**config.mk**
```make
export PLATFORM = sky130hd
export DESIGN_NAME = signed_mult_seq
export DESIGN_NICKNAME = d
export VERILOG_FILES = /design/src/rtl/signed_mult_seq.sv
export SDC_FILE = /design/constraint.sdc
export NUM_CORES = 1
export LEC_CHECK = 0
export ABC_CLOCK_PERIOD_IN_PS = 2600
export CORE_MARGIN = 1.5
export CORE_UTILIZATION = 53
export DETAILED_ROUTE_END_ITERATION = 10
export PLACE_DENSITY = 0.71
export SYNTH_ARGS = -nofsm -noshare
export SYNTH_HDL_FRONTEND = slang
export SYNTH_SLANG_ARGS = --single-unit
```
**constraint.sdc**
```tcl
create_clock -name clk -period 2.6 [get_ports clk]
set_clock_uncertainty 0.15 [all_clocks]
set_input_delay 0.52 -clock clk [delete_from_list [all_inputs] [get_ports clk]]
set_output_delay 0.52 -clock clk [all_outputs]
set_load 0.005 [all_outputs]
```
**src/rtl/signed_mult_seq.sv**
```systemverilog
// Sequential WIDTH x WIDTH two's-complement multiplier.
// Handshake: start is accepted in IDLE, busy covers ABS/LOOP/SIGN, done pulses for one cycle.
// Internally the operands are converted to magnitudes, multiplied by unsigned shift-add
// (one multiplier bit per cycle), and the result is negated when the operand signs differ.
module signed_mult_seq #(
  parameter int unsigned WIDTH = 8
) (
  input  logic                 clk,
  input  logic                 rst,
  input  logic                 start,
  input  logic [WIDTH-1:0]     multA,
  input  logic [WIDTH-1:0]     multB,
  output logic [2*WIDTH-1:0]   product,
  output logic                 busy,
  output logic                 done
);

  localparam int unsigned PW = 2 * WIDTH;
  localparam int unsigned CW = $clog2(WIDTH + 1);

  typedef enum logic [2:0] {
    S_IDLE,
    S_ABS,
    S_LOOP,
    S_SIGN,
    S_DONE
  } state_t;

  state_t          state_q, state_d;
  logic [PW-1:0]   mcand_q, mcand_d;   // multiplicand, widened so it can shift left
  logic [WIDTH-1:0] mplier_q, mplier_d; // multiplier, consumed LSB first
  logic [PW-1:0]   acc_q, acc_d;
  logic [CW-1:0]   cnt_q, cnt_d;
  logic            sign_q, sign_d;
  logic [PW-1:0]   prod_q, prod_d;

  logic [WIDTH-1:0] mcand_neg;
  logic [WIDTH-1:0] mplier_neg;

  assign mcand_neg  = ~mcand_q[WIDTH-1:0] + WIDTH'(1);
  assign mplier_neg = ~mplier_q + WIDTH'(1);
  assign product    = prod_q;

  // State and datapath registers; reset aborts any run in progress.
  always_ff @(posedge clk) begin
    if (rst) begin
      state_q  <= S_IDLE;
      mcand_q  <= '0;
      mplier_q <= '0;
      acc_q    <= '0;
      cnt_q    <= '0;
      sign_q   <= 1'b0;
      prod_q   <= '0;
    end else begin
      state_q  <= state_d;
      mcand_q  <= mcand_d;
      mplier_q <= mplier_d;
      acc_q    <= acc_d;
      cnt_q    <= cnt_d;
      sign_q   <= sign_d;
      prod_q   <= prod_d;
    end
  end

  // Next-state, datapath updates and handshake outputs.
  always_comb begin
    state_d  = state_q;
    mcand_d  = mcand_q;
    mplier_d = mplier_q;
    acc_d    = acc_q;
    cnt_d    = cnt_q;
    sign_d   = sign_q;
    prod_d   = prod_q;
    busy     = 1'b0;
    done     = 1'b0;

    case (state_q)
      S_IDLE: begin
        if (start) begin
          mcand_d  = {{WIDTH{1'b0}}, multA};
          mplier_d = multB;
          sign_d   = multA[WIDTH-1] ^ multB[WIDTH-1];
          state_d  = S_ABS;
        end
      end

      S_ABS: begin
        busy = 1'b1;
        // Most negative input negates to itself, which read as unsigned is the correct magnitude.
        if (mcand_q[WIDTH-1]) mcand_d = {{WIDTH{1'b0}}, mcand_neg};
        if (mplier_q[WIDTH-1]) mplier_d = mplier_neg;
        acc_d   = '0;
        cnt_d   = '0;
        state_d = S_LOOP;
      end

      S_LOOP: begin
        busy = 1'b1;
        if (mplier_q[0]) acc_d = acc_q + mcand_q;
        mcand_d  = mcand_q << 1;
        mplier_d = mplier_q >> 1;
        cnt_d    = cnt_q + CW'(1);
        if (cnt_q == CW'(WIDTH - 1)) state_d = S_SIGN;
      end

      S_SIGN: begin
        busy    = 1'b1;
        prod_d  = sign_q ? (~acc_q + PW'(1)) : acc_q;
        state_d = S_DONE;
      end

      S_DONE: begin
        done    = 1'b1;
        state_d = S_IDLE;
      end

      default: state_d = S_IDLE;
    endcase
  end

endmodule

```
==> results of run 1 <==
-- through the flow --
stage,util,area [µm²],hold slack (ns),power (mW)
4_1_cts,0.6503,4717,0.3053,3.001
2_1_floorplan,-,3965,0.2982,1.631
6_report,0.6503,4717,0.2996,3.008
3_3_place_gp,0.6134,4449,0.2904,1.823
5_1_grt,0.6503,4717,0.3204,3.147
3_5_place_dp,0.6134,4449,0.2956,1.839
-- metal layers --
layer / part of all wire / track usage / vias to the layer above / routed length [µm]
met2: 0.43 / 0.3944 / 126 / 4346
met3: 0.066 / 0.04524 / 13 / 675
met1: 0.49 / 0.3992 / 1827 / 4955
met4: 0.017 / 0.08392 / 0 / 176
met5: 0 / 0 / - / 0
li1: - / - / 1936 / -
-- power by group --
group | switching (mW) | internal, mW | leakage, nW | total (mW)
logic | 0.409 | 0.290 | 1.13 | 0.700
registers | 0.0936 | 1.04 | 0.519 | 1.14
clock network | 0.434 | 0.735 | 0.126 | 1.17
-- worst min path at each step --
stage	slack [ns]	end	cells after the start	startpoint
finish	0.30	product[10]$_SDFFE_PP0P_	2	product[10]$_SDFFE_PP0P_
detailed placement	0.30	product[10]$_SDFFE_PP0P_	2	product[10]$_SDFFE_PP0P_
floorplan	0.30	product[10]$_SDFFE_PP0P_	2	product[10]$_SDFFE_PP0P_
global route	0.32	product[10]$_SDFFE_PP0P_	2	product[10]$_SDFFE_PP0P_
CTS	0.31	product[10]$_SDFFE_PP0P_	2	product[10]$_SDFFE_PP0P_
global placement	0.29	product[14]$_SDFFE_PP0P_	2	product[14]$_SDFFE_PP0P_
-- logic make-up after synthesis --
logic type / after synthesis / share of synthesized area
and+or+nand+nor: 198 / 0.2423
AOI/OAI and AO/OA: 157 / 0.2588
muxes: 3 / 0.007574
DFF: 64 / 0.3231
adders and majority gates: 20 / 0.06501
xor gates and xnor gates: 24 / 0.05301
buffers and inverters: 45 / 0.05017
-- synth_stat cells (2+ instances only) --
cell | number | area share
dfxtp_1 | 64 | 0.32
nor2_1 | 57 | 0.054
nand2_1 | 56 | 0.053
a21oi_1 | 44 | 0.056
o21ai_0 | 37 | 0.047
ha_1 | 19 | 0.060
nor3_1 | 19 | 0.024
a22oi_1 | 16 | 0.030
clkbuf_1 | 16 | 0.015
inv_1 | 15 | 0.014
nand2b_1 | 15 | 0.024
a211oi_1 | 14 | 0.027
xnor2_1 | 13 | 0.029
nand3_1 | 11 | 0.014
xor2_1 | 11 | 0.024
buf_2 | 9 | 0.011
nor3b_1 | 8 | 0.015
a222oi_1 | 6 | 0.015
a21o_1 | 5 | 0.0095
nor4_1 | 5 | 0.0079
a221o_1 | 4 | 0.010
o31ai_1 | 4 | 0.0076
or3_1 | 4 | 0.0063
a31oi_1 | 3 | 0.0047
and2_1 | 3 | 0.0047
buf_4 | 3 | 0.0057
mux2i_1 | 3 | 0.0076
o211ai_1 | 3 | 0.0057
o21bai_1 | 3 | 0.0057
a211o_1 | 2 | 0.0044
a311oi_1 | 2 | 0.0044
a32oi_1 | 2 | 0.0044
a41oi_1 | 2 | 0.0044
and3_1 | 2 | 0.0032
and4_1 | 2 | 0.0044
nand3b_1 | 2 | 0.0038
nand4_1 | 2 | 0.0032
nor4b_1 | 2 | 0.0044
o21a_1 | 2 | 0.0038
or2_1 | 2 | 0.0032
or2_2 | 2 | 0.0032
-- registers in the layout (all words and copies together) (netlist names) --
name      cells
state_q       3
mplier_q      8
product      16
acc_q        16
sign_q        1
cnt_q         4
mcand_q      16
-- critical path, cell delays in order, from the launching register on --
cell	delay, ns
dfxtp_1	0.43
buf_4	0.26
nor2_1	0.10
and2_1	0.18
clkdlybuf4s50_1	0.45
-- cell type report --
class / instances / area [µm²]
clock buffer: 9 / 123.9
clock inverter: 7 / 143.9
fill: 651 / 2536
inverter: 15 / 56.30
multi-input combinational: 402 / 2490
sequential: 64 / 1281
tap: 99 / 123.9
timing repair buffer: 55 / 498.0
==> metrics.md, run 1 <==
| Metric | Value |
|---|---|
| Status | complete, no violations |
| Kind of end point of the critical path | primary output |
| Timing endpoint of the critical path | done |
| RSZ-0062 raised after global routing | no |
| Antenna violations before repair | 0 |
| Final clock period utilization by the worst path | 0.9394 |
| Gp weighted congestion | 0.9404 |
| Antenna cell count | 0 |
| Data arrival time of the critical path | 1.77 ns |
| Vert. Die Dim | 89.50 µm |
| Post-DP HPWL | 7305 µm |
| Number of nets in the synthesized netlist | 550 |
| Depth of the CTS H-tree | 3 |
| Power per Cell Area | 637.7 nW/µm² |
| Launch point of the worst path | state_q[0]$_SDFFE_PP0P_ |
| Reg clk slew, reported paths | 0.08 ns |
| Horizontal die dimension | 89.50 µm |
| Data required, critical path | 1.93 ns |
| Vias/cell | 5.994 |
| Critical path class | reg2out |
| Final net count | 586 |
| End of the worst register-to-register path | acc_q[14]$_SDFFE_PP0P_ |
| Overall die area | 8009 µm² |
| Final-report max-slew violation count | 0 |
| IR Drop Worst-Case VDD | 364.2 µV |
| Maximum fanout along the worst path | 17 |
| Post-CTS Repair Setup Buffers | 0 |
| Root Driver | clkbuf_8 |
| Iteration-0 DRC count of the detailed router | 280 |
| Clock tree from TritonCTS | yes |
| Initial DRT Pass Iterations | 6 |
| Number of vias after detailed routing | 3902 |
| Launching point of the worst reg2reg path | acc_q[0]$_SDFFE_PP0P_ |
| Clock latency reported for the late side of the worst-skew pair | 0.35 ns |
| Warnings from Yosys | 0 |
| Pre-CTS worst setup slack | 0.2852 ns |
| Leakage power of the design | 1.776 nW |
| Effective utilization at floorplan | 0.5467 |
| Port Buffers | 36 |
| Number of cell instances on the worst register-to-register path | 9 |
| Placeable core area | 7253 µm² |
| Slew margin rel. | 0.5833 |
| Post-detailed-route wirelength per cell | 15.60 µm |
| Number of hold-slack violations in the final timing report | 0 |
| Flip-flop and latch count after synthesis | 64 |
| Maximum operating frequency | 409.4 MHz |
| Number of clock buffers inserted by TritonCTS | 9 |
| Post-route worst setup slack | 0.1575 ns |
| Largest net degree at the start of global routing | 40 |
| Final min period | 2.443 ns |
| Average cell area after synthesis | 7.759 µm² |
| Synthesized area | 3965 µm² |
| Congestion Overflow GR | 0 |
| Classification of the worst-slack hold path | reg2reg |
| Clk sink count | 64 |
| Transition at the pin with the smallest max-transition slack | 0.6250 ns |
| Post-Route Setup TNS | 0 ns |
| DRC violation count after routing | 0 |
| Overall fraction of global-route tracks in use | 0.2689 |
| Main flop type after synthesis | dfxtp_1 |
| Wire length of the first global-routing pass | 16480 µm |
| Max_cap viols | 0 |
| Final-report setup violation count | 0 |
| Via count of the first global-routing pass | 3348 |
| Number of standard-cell rows in the floorplan | 31 |
| Sequential-to-total area share from yosys stat | 0.3231 |
| Commonest cells after routing, fill and taps aside | 64 x dfxtp_1, 57 x nor2_1, 56 x nand2_1 |
| Number of instances in the synthesized netlist | 511 |
| Number of hold-repair buffers added at the cts stage | 0 |
| Placed insts | 635 |
| I/O pins | 37 |
| P&R area growth vs syn | 18.96% |
| Total of cells resized after clock tree synthesis | 0 |
| Reg-to-reg slack, setup | 0.28 ns |
| Share of cells above drive strength 1 | 0.07790 |
| Netlist cell types | 58 |
| Post-route ant nets | 0 |
| Startpoint type of the worst setup path | register |
| Post-synthesis async set-or-reset flop share | 0 |
| Count of flip-flops with a built-in enable after synthesis | 0 |
| Number of standard cells in the layout, taps in and fillers out | 651 |
| CTS max path bufs | 2 |
| Leading cell type in the layout, fill and taps excluded | dfxtp_1 |
| Total length of routed wires | 10150 µm |
(Power assumes the default switching activity.)
==> run 2, diff against run 1 <==
SKIP_LAST_GASP = 1   (was unset)
==> results of run 2 <==
No change in the layout: final DEF, timing and power equal those of run 1.
